**src/rtl/load_store_unit.sv**
```systemverilog
// -----------------------------------------------------------------------------
// load_store_unit
//
// RV32I load/store unit sitting between the execute stage and a simple
// request/acknowledge data memory. A request is accepted in IDLE, checked for
// legality and alignment, formatted into a word-aligned memory access with
// byte strobes and lane-replicated write data, and then waits for mem_ack
// (bounded by TIMEOUT cycles). The result (extracted/extended load data, or an
// error flag) is reported by a one-cycle resp_valid pulse.
//
// Parameters
//   TIMEOUT     maximum WAIT_ACK cycles before the access is aborted
//
// Ports
//   clk         in   1   rising-edge clock
//   reset       in   1   asynchronous active-high reset
//   req_valid   in   1   execute stage presents a load or store
//   req_ready   out  1   unit can accept a request (IDLE only)
//   req_we      in   1   1 = store, 0 = load
//   req_funct3  in   3   RV32I width/sign code
//   alu_addr    in   32  byte address
//   store_data  in   32  rs2 value
//   mem_req     out  1   memory request, held until ack or timeout
//   mem_we      out  1   write enable qualifying mem_req
//   mem_addr    out  32  word-aligned address
//   mem_wdata   out  32  lane-replicated store data
//   mem_wstrb   out  4   byte-lane write strobes
//   mem_rdata   in   32  read word, valid with mem_ack
//   mem_ack     in   1   one-cycle completion from memory
//   resp_valid  out  1   one-cycle result/error pulse
//   load_data   out  32  extracted load result
//   err         out  1   misaligned / illegal / timeout flag
// -----------------------------------------------------------------------------
module load_store_unit #(
    parameter int TIMEOUT = 16
) (
    input  logic        clk,
    input  logic        reset,
    input  logic        req_valid,
    output logic        req_ready,
    input  logic        req_we,
    input  logic [2:0]  req_funct3,
    input  logic [31:0] alu_addr,
    input  logic [31:0] store_data,
    output logic        mem_req,
    output logic        mem_we,
    output logic [31:0] mem_addr,
    output logic [31:0] mem_wdata,
    output logic [3:0]  mem_wstrb,
    input  logic [31:0] mem_rdata,
    input  logic        mem_ack,
    output logic        resp_valid,
    output logic [31:0] load_data,
    output logic        err
);

    // Counter only needs to reach TIMEOUT-1: the timeout decision is taken
    // on the last counted cycle itself.
    localparam int CNT_W = (TIMEOUT < 2) ? 1 : $clog2(TIMEOUT);
    localparam logic [CNT_W-1:0] CNT_LAST = CNT_W'(TIMEOUT - 1);

    typedef enum logic [1:0] {
        IDLE     = 2'd0,
        WAIT_ACK = 2'd1,
        RESP     = 2'd2
    } state_t;

    state_t            r_state;
    state_t            w_state_nxt;
    logic [CNT_W-1:0]  r_cnt;
    logic [CNT_W-1:0]  w_cnt_nxt;
    logic              r_req_ready;
    logic              w_req_ready_nxt;
    logic              r_mem_req;
    logic              w_mem_req_nxt;
    logic              r_mem_we;
    logic              w_mem_we_nxt;
    logic [31:0]       r_mem_addr;
    logic [31:0]       w_mem_addr_nxt;
    logic [31:0]       r_mem_wdata;
    logic [31:0]       w_mem_wdata_nxt;
    logic [3:0]        r_mem_wstrb;
    logic [3:0]        w_mem_wstrb_nxt;
    logic              r_resp_valid;
    logic              w_resp_valid_nxt;
    logic [31:0]       r_load_data;
    logic [31:0]       w_load_data_nxt;
    logic              r_err;
    logic              w_err_nxt;
    // Request attributes kept for load extraction after the ack
    logic [2:0]        r_funct3;
    logic [2:0]        w_funct3_nxt;
    logic [1:0]        r_addr_lo;
    logic [1:0]        w_addr_lo_nxt;
    logic              r_we;
    logic              w_we_nxt;

    logic              w_illegal;
    logic              w_misaligned;
    logic [3:0]        w_st_wstrb;
    logic [31:0]       w_st_wdata;
    logic [7:0]        w_lane_byte;
    logic [15:0]       w_lane_half;
    logic [31:0]       w_load_ext;

    // Request decode: legality, alignment and store lane formatting
    always_comb begin
        w_illegal    = 1'b0;
        w_misaligned = 1'b0;
        w_st_wstrb   = 4'b0000;
        w_st_wdata   = 32'h0000_0000;
        case (req_funct3)
            3'b000: begin
                w_st_wstrb = 4'b0001 << alu_addr[1:0];
                w_st_wdata = {4{store_data[7:0]}};
            end
            3'b001: begin
                w_misaligned = alu_addr[0];
                w_st_wstrb   = 4'b0011 << alu_addr[1:0];
                w_st_wdata   = {2{store_data[15:0]}};
            end
            3'b010: begin
                w_misaligned = (alu_addr[1:0] != 2'b00);
                w_st_wstrb   = 4'b1111;
                w_st_wdata   = store_data;
            end
            // Unsigned widths exist only for loads
            3'b100: begin
                w_illegal = req_we;
            end
            3'b101: begin
                w_illegal    = req_we;
                w_misaligned = alu_addr[0];
            end
            default: begin
                w_illegal = 1'b1;
            end
        endcase
    end

    // Load extraction: pick the addressed lane of the read word and extend it
    always_comb begin
        w_lane_byte = 8'h00;
        w_lane_half = 16'h0000;
        w_load_ext  = 32'h0000_0000;
        case (r_addr_lo)
            2'b00:   w_lane_byte = mem_rdata[7:0];
            2'b01:   w_lane_byte = mem_rdata[15:8];
            2'b10:   w_lane_byte = mem_rdata[23:16];
            2'b11:   w_lane_byte = mem_rdata[31:24];
            default: w_lane_byte = mem_rdata[7:0];
        endcase
        w_lane_half = r_addr_lo[1] ? mem_rdata[31:16] : mem_rdata[15:0];
        case (r_funct3)
            3'b000:  w_load_ext = {{24{w_lane_byte[7]}}, w_lane_byte};
            3'b100:  w_load_ext = {24'h00_0000, w_lane_byte};
            3'b001:  w_load_ext = {{16{w_lane_half[15]}}, w_lane_half};
            3'b101:  w_load_ext = {16'h0000, w_lane_half};
            3'b010:  w_load_ext = mem_rdata;
            default: w_load_ext = 32'h0000_0000;
        endcase
    end

    // Next-state and next-output logic of the access FSM
    always_comb begin
        w_state_nxt      = r_state;
        w_cnt_nxt        = r_cnt;
        w_mem_req_nxt    = r_mem_req;
        w_mem_we_nxt     = r_mem_we;
        w_mem_addr_nxt   = r_mem_addr;
        w_mem_wdata_nxt  = r_mem_wdata;
        w_mem_wstrb_nxt  = r_mem_wstrb;
        w_resp_valid_nxt = 1'b0;
        w_load_data_nxt  = r_load_data;
        w_err_nxt        = r_err;
        w_funct3_nxt     = r_funct3;
        w_addr_lo_nxt    = r_addr_lo;
        w_we_nxt         = r_we;
        case (r_state)
            IDLE: begin
                w_mem_req_nxt   = 1'b0;
                w_load_data_nxt = 32'h0000_0000;
                w_err_nxt       = 1'b0;
                if (req_valid) begin
                    w_funct3_nxt  = req_funct3;
                    w_addr_lo_nxt = alu_addr[1:0];
                    w_we_nxt      = req_we;
                    if (w_illegal || w_misaligned) begin
                        // Rejected without touching memory
                        w_state_nxt      = RESP;
                        w_resp_valid_nxt = 1'b1;
                        w_err_nxt        = 1'b1;
                    end else begin
                        w_state_nxt     = WAIT_ACK;
                        w_cnt_nxt       = {CNT_W{1'b0}};
                        w_mem_req_nxt   = 1'b1;
                        w_mem_we_nxt    = req_we;
                        w_mem_addr_nxt  = {alu_addr[31:2], 2'b00};
                        w_mem_wdata_nxt = req_we ? w_st_wdata : 32'h0000_0000;
                        w_mem_wstrb_nxt = req_we ? w_st_wstrb : 4'b0000;
                    end
                end else begin
                    w_state_nxt = IDLE;
                end
            end
            WAIT_ACK: begin
                if (mem_ack) begin
                    // An ack on the last counted cycle still completes normally
                    w_state_nxt      = RESP;
                    w_mem_req_nxt    = 1'b0;
                    w_resp_valid_nxt = 1'b1;
                    w_err_nxt        = 1'b0;
                    w_load_data_nxt  = r_we ? 32'h0000_0000 : w_load_ext;
                end else if (r_cnt == CNT_LAST) begin
                    w_state_nxt      = RESP;
                    w_mem_req_nxt    = 1'b0;
                    w_resp_valid_nxt = 1'b1;
                    w_err_nxt        = 1'b1;
                    w_load_data_nxt  = 32'h0000_0000;
                end else begin
                    w_cnt_nxt = r_cnt + CNT_W'(1);
                end
            end
            RESP: begin
                w_state_nxt     = IDLE;
                w_mem_req_nxt   = 1'b0;
                w_load_data_nxt = 32'h0000_0000;
                w_err_nxt       = 1'b0;
            end
            default: begin
                w_state_nxt     = IDLE;
                w_mem_req_nxt   = 1'b0;
                w_load_data_nxt = 32'h0000_0000;
                w_err_nxt       = 1'b0;
            end
        endcase
        w_req_ready_nxt = (w_state_nxt == IDLE);
    end

    // State, counter and registered outputs
    always_ff @(posedge clk or posedge reset) begin
        if (reset) begin
            r_state      <= IDLE;
            r_cnt        <= {CNT_W{1'b0}};
            r_req_ready  <= 1'b1;
            r_mem_req    <= 1'b0;
            r_mem_we     <= 1'b0;
            r_mem_addr   <= 32'h0000_0000;
            r_mem_wdata  <= 32'h0000_0000;
            r_mem_wstrb  <= 4'b0000;
            r_resp_valid <= 1'b0;
            r_load_data  <= 32'h0000_0000;
            r_err        <= 1'b0;
            r_funct3     <= 3'b000;
            r_addr_lo    <= 2'b00;
            r_we         <= 1'b0;
        end else begin
            r_state      <= w_state_nxt;
            r_cnt        <= w_cnt_nxt;
            r_req_ready  <= w_req_ready_nxt;
            r_mem_req    <= w_mem_req_nxt;
            r_mem_we     <= w_mem_we_nxt;
            r_mem_addr   <= w_mem_addr_nxt;
            r_mem_wdata  <= w_mem_wdata_nxt;
            r_mem_wstrb  <= w_mem_wstrb_nxt;
            r_resp_valid <= w_resp_valid_nxt;
            r_load_data  <= w_load_data_nxt;
            r_err        <= w_err_nxt;
            r_funct3     <= w_funct3_nxt;
            r_addr_lo    <= w_addr_lo_nxt;
            r_we         <= w_we_nxt;
        end
    end

    assign req_ready  = r_req_ready;
    assign mem_req    = r_mem_req;
    assign mem_we     = r_mem_we;
    assign mem_addr   = r_mem_addr;
    assign mem_wdata  = r_mem_wdata;
    assign mem_wstrb  = r_mem_wstrb;
    assign resp_valid = r_resp_valid;
    assign load_data  = r_load_data;
    assign err        = r_err;

endmodule

```
**config.mk**
```make
export PLATFORM = sky130hd
export DESIGN_NAME = load_store_unit
export DESIGN_NICKNAME = d
export VERILOG_FILES = /design/src/rtl/load_store_unit.sv
export SDC_FILE = /design/constraint.sdc
export NUM_CORES = 1
export LEC_CHECK = 0
export CAP_MARGIN = 40
export CORE_MARGIN = 2
export CORE_UTILIZATION = 46
export CTS_BUF_LIST = sky130_fd_sc_hd__clkbuf_8 sky130_fd_sc_hd__clkbuf_16
export DETAILED_ROUTE_END_ITERATION = 10
export PLACE_DENSITY_LB_ADDON = 0.1
export REMOVE_ABC_BUFFERS = 1
export SLEW_MARGIN = 20
export SYNTH_ARGS = -nofsm -noshare
export SYNTH_HDL_FRONTEND = slang
export SYNTH_SLANG_ARGS = --single-unit
export TNS_END_PERCENT = 5
```
**constraint.sdc**
```tcl
create_clock -name clk -period 7.7 [get_ports clk]
set_input_delay 1.54 -clock clk [delete_from_list [all_inputs] [get_ports clk]]
set_output_delay 1.54 -clock clk [all_outputs]
set_load 0.02 [all_outputs]
```
# [Word-level counts from Yosys, hierarchy flattened]
# Cells that the tools add are included.
[op_classes] n_addsub=1 mul=0 div_mod_pow=0 magnitude_cmp=0 eq_ne=18 n_shift=2 mux=36 bitwise_logic=1 reduce_logical=14
[op_table] cell="32-bit 2-to-1 mux" count=5
[op_table] cell="32-bit one-hot mux with 5 select lines" count=1
[op_table] cell="32-bit one-hot mux with 3 select lines" count=1
[op_table] cell="8-bit one-hot mux with 4 select lines" count=1
[op_table] cell="4-bit 2-to-1 mux" count=5
[op_table] cell="16-bit 2-to-1 mux" count=1
[op_table] cell="3-bit == test, second input constant" count=4
[op_table] cell="4-bit one-hot mux with 3 select lines" count=1
[op_table] cell="1-bit 2-to-1 mux" count=10
[op_table] cell="1-bit one-hot mux with 2 select lines" count=5
[op_table] cell="2-bit 2-to-1 mux" count=4
[op_table] cell="2-bit != test, second input constant" count=4
[op_table] cell="4-bit one-hot mux with 2 select lines" count=1
[op_table] cell="3-bit by 1-bit == test with 1-bit output, second input constant" count=2
[op_table] cell="3-bit by 2-bit == test with 1-bit output, second input constant" count=2
[op_table] cell="2-bit zero test" count=3
[op_table] cell="3-bit zero test" count=2
[op_table] cell="5-bit AND reduction" count=1
[op_table] cell="4-bit by 1-bit adder with 4-bit output, second input constant" count=1
[op_table] cell="2-bit by 1-bit == test with 1-bit output, second input constant" count=2
[op_table] cell="2-bit == test, second input constant" count=2
[op_table] cell="4-bit == test, second input constant" count=1
[op_table] cell="2-bit one-hot mux with 2 select lines" count=1
[op_table] cell="2-bit nonzero test" count=2
[op_table] cell="other kinds (9)" count=10
[totals] register_bits=115 latchBits=0 ramBits=0 rom_bits=0 n_memories=0

# [Logic depth before layout (Yosys ltp)]
[logic_depth] depth_word=8 depth_mapped=7 ltp_nobuf=5

# [Worst setup path before layout]
# No wires, ideal clock.
[synth_path] path_type="input to register" startpoint="in alu_addr[0]" endpoint="reg r_mem_addr[10], in the netlist mem_addr[10]" arrival_time_ps=2788 required_time_ps=7575 setup_slack_ps=4787 stages=5 path_cell_list="clkbuf_1 -> a221oi_2 -> o21ai_2 -> buf_2 -> mux2_2"
[synth_between] elab_chain_len=5
[synth_lines] element="start: declaration" line_no="43" rtl="input logic [31:0] alu_addr,"
[synth_lines] element="2-bit nonzero test" line_no="123" rtl="w_misaligned = (alu_addr[1:0] != 2'b00);"
[synth_lines] element="1-bit one-hot mux with 2 select lines (*)" line_no="112" rtl="case (req_funct3)"
[synth_lines] element="1-bit logical OR (*)" line_no="188" rtl="if (w_illegal || w_misaligned) begin"
[synth_lines] element="1-bit NOT (no source line) (*)"
[synth_lines] element="3-bit AND reduction (no source line) (*)"
[synth_lines] element="end signal: assignment" line_no="263" rtl="r_mem_addr <= w_mem_addr_nxt;"
[synth_lines] element="end: declaration" line_no="78" rtl="logic [31:0] r_mem_addr;"
# Mark *: on every way between the ends. The rest lies on a longest branch, timed or not.
# A chain may end at the register's enable or synchronous reset.

# [Final worst setup path]
[layout_path] startpoint="in req_funct3[0]" endpoint="reg r_mem_addr[12], in the netlist mem_addr[12]"
[layout_between] elab_chain_len=6
[layout_lines] element="start: declaration" line_no="42" rtl="input logic [2:0] req_funct3,"
[layout_lines] element="3-bit by 2-bit == test with 1-bit output (tied with other cells)" line_no="112"
[layout_lines] element="3-bit OR reduction (no source line) / 2-bit OR reduction (equally long branches)"
[layout_lines] element="1-bit one-hot mux with 2 select lines" line_no="112"
[layout_lines] element="1-bit logical OR (*)" line_no="188"
[layout_lines] element="1-bit NOT (no source line) (*)"
[layout_lines] element="3-bit AND reduction (no source line) (*)"
# Marks and branches as above.

==> metrics <==
run status=finished clean; required time at the worst-slack endpoint=7.99 ns; routability congestion estimate=0.791; length of the first detailed-routing pass in iterations=5; Netlist Area Pre-Place=0.00543 mm2; worst hold path type=flop to flop; Async SR Flop Fraction=1.00; routed wire length=15400 um; Longest Clk Path Bufs=2; Die ar.=0.0127 mm2; post-synthesis cell type count=50; Final setup violation count=0; Starting Density=0.473; max-slew violation count=0; Worst Hold End=mem_wdata[18]; Yosys warning count=0; Worst Path Class, Setup=input pin to flop; library cell occupying the most area in the post-synthesis netlist=dfrtp_1; CTS tree=done; Core ar.=0.0115 mm2; maximum number of pins on one net before global-route repair=74; number of fillers in the final layout=832; overall via count from detail_route=4746; unrepaired setup endpoints after global routing=false; global-route wire length before repair=24900 um; Multi-input gate area=0.00237 mm2; storage element area=0.00288 mm2; reg2reg start=r_funct3[1]; Worst IR Drop VDD=0.192 mV; slowest cell delay on critical path=1.00 ns; clock tree root buffer cell=clkbuf_16; Fin Setup TNS=0 ns; most instantiated flip-flop cell in the synthesis netlist=dfrtp_1; cell with the most instances after synthesis=dfrtp_1; endpoint of the most critical register-to-register path=load_data[18]; crit path cell chain=clkdlybuf4s50_1 > a221oi_2 > o21ai_4 > buf_4 > mux2_2; number of flops mapped to enable cells by yosys=0; net count of the finished layout=779; cts-stage hold buffer count=0; Post-CTS Setup Inserts=0; detailed placement HPWL=10500 um; number of buffers created by CTS=17; arrival time reported for the critical path endpoint=4.05 ns; Synth top cells by count=dfrtp_1 (114), nand2_1 (45), mux2_2 (37); antenna violations before repair=0; number of maximum-capacitance violations=0; CTS sink cnt=115; Yosys reg bits=115; Critical-path top delay cell=clkdlybuf4s50_1; sum of internal, switching and leakage power=2310 uW; Final Hold Viols=0; area share of the largest cell type after synthesis=0.526; number of I/O port buffers=206; Peak Freq=0.266 GHz; number of cells on the worst reg-to-reg path=4; worst slew margin relative to its limit=0.437; Final ANT Viol Nets=0; CTS resizes=0; sequential element share of the synthesized area=0.530; post-route DRC violation count=0; number of global-route vias before repair=4959; post-route setup slack=3.93 ns; Finished Core Util=0.716; clock edge transition at the registers on the reported setup and hold paths=0.05 ns; syn avg cell area=11.4 um2; Pwr per Cell Area=281 mW/mm2; final clock period utilization by the worst path=0.489; I/O pins=209; H-tree depth reported by CTS=4; antenna fix cells=0; kind of launch point of the worst setup path=input pin; area overhead of the layout relative to synthesis=51.4%; fraction of final layout cells with drive strength greater than 1=0.143; placement row count=39; Worst Skew=0.00727 ns; capturing element type of the critical path=flop; crit path max fanout=73; gr usage total=0.247; overflow left after global routing=0; DR vias/cell=5.72; Die Ht=113 um; cell depth of the worst hold path=2; wire per inst=18.5 um; worst reg2reg setup slack=5.19 ns; post-route minimum period=3.77 ns; HP Start=mem_wdata[18]; leakage component of the power=0.00348 uW; number of standard cells after synthesis=477; Least-Margin Pin Slew=0.843 ns; cell types with the largest area share after synthesis=dfrtp_1 (53%), mux2_2 (7.7%), a22o_1 (5.6%); pre-CTS setup slack=3.55 ns; clock latency on the worst-skew pair=0.41 ns; DRC marker count from the first detailed-route iteration=164; width of the chip=113 um
==> where the power goes <==
part	switching (uW)	internal, uW	leakage (uW)	total [uW]
combinational	326	355	0.00168	682
sequential	93.1	716	0.00150	809
clock	279	538	0.000304	818
total	699	1610	0.00348	2310
==> worst max path at each step <==
| stage | startpoint | slack, ns | end | cells after the start |
|---|---|---|---|---|
| floorplan | reset | 3.12 | err | 1 |
| global placement | req_funct3[0] | 3.49 | mem_wstrb[3] | 5 |
| detailed placement | req_funct3[0] | 3.55 | mem_addr[24] | 5 |
| CTS | req_funct3[0] | 3.98 | mem_addr[12] | 5 |
| global route | req_funct3[0] | 3.79 | mem_addr[19] | 5 |
| finish | req_funct3[0] | 3.93 | mem_addr[12] | 5 |
==> state kept, by name (all words and copies together) (netlist names) <==
register / cells
r_we: 1
err: 1
mem_addr: 30
mem_wdata: 32
load_data: 32
r_addr_lo: 2
r_funct3: 3
mem_we: 1
r_cnt: 4
mem_wstrb: 4
mem_req: 1
r_state: 2
resp_valid: 1
req_ready: 1
==> per-stage QoR <==
stage	hold slack, ns	area, um2	instances
after floorplan	0.466	5250	439
after global placement	0.465	7550	795
after detailed placement	0.467	7600	798
after CTS	0.483	8220	830
after global routing	0.503	8220	830
final	0.479	8220	830
==> layout make-up <==
type                    instances  area share
clock inverters                15      0.0231
inverters                       2     0.00122
repair buffers                216       0.263
clock buffers                  17      0.0518
flip-flops and latches        115       0.350
well taps                     143      0.0218
multi-input cells             322       0.289
==> cell usage in the layout, fill, tap and decap left out, types with 2 or more instances in the layout <==
cell type	instances
o31ai_1	2
clkinv_4	2
dfrtp_1	114
clkdlybuf4s50_1	206
clkinvlp_4	2
clkbuf_16	17
o211ai_1	8
a21oi_1	27
and2_1	3
o21ai_0	28
nor2b_1	21
a221o_1	6
buf_4	7
inv_1	2
a22o_1	35
nor2_1	11
a2111oi_0	7
mux2_2	37
conb_1	2
o22ai_1	7
nand2_1	45
nor3b_1	9
a221o_2	10
a32o_1	7
nor3_1	3
xnor2_1	2
bufinv_16	4
nand3_1	5
clkinv_2	5
o21bai_1	8
mux2i_1	15
nand2b_1	5
==> worst max-delay path, delay by kind of cell <==
kind	cells	cell delay, ns
compound gates	2	0.39
mux	1	0.42
buf+inv	2	1.64
==> metal layers <==
metal / global-route usage / vias to the layer above / part of all wire
met5: 0 / - / 0
met4: 0.0837 / 0 / 0.015
met3: 0.0799 / 22 / 0.084
met2: 0.392 / 195 / 0.48
met1: 0.322 / 2351 / 0.42
li1: - / 2178 / -
==> kinds of logic after synthesis <==
kind of cell	Yosys count	share of synthesized area
other	1	0.000691
adder cells (fa/ha/maj)	1	0.00230
buffers and inverters	41	0.0348
AND/OR/NAND/NOR	110	0.104
flip-flops	115	0.530
XOR/XNOR	2	0.00323
AO/OA/AOI/OAI	153	0.213
multiplexers	54	0.111
(Power assumes the default switching activity.)
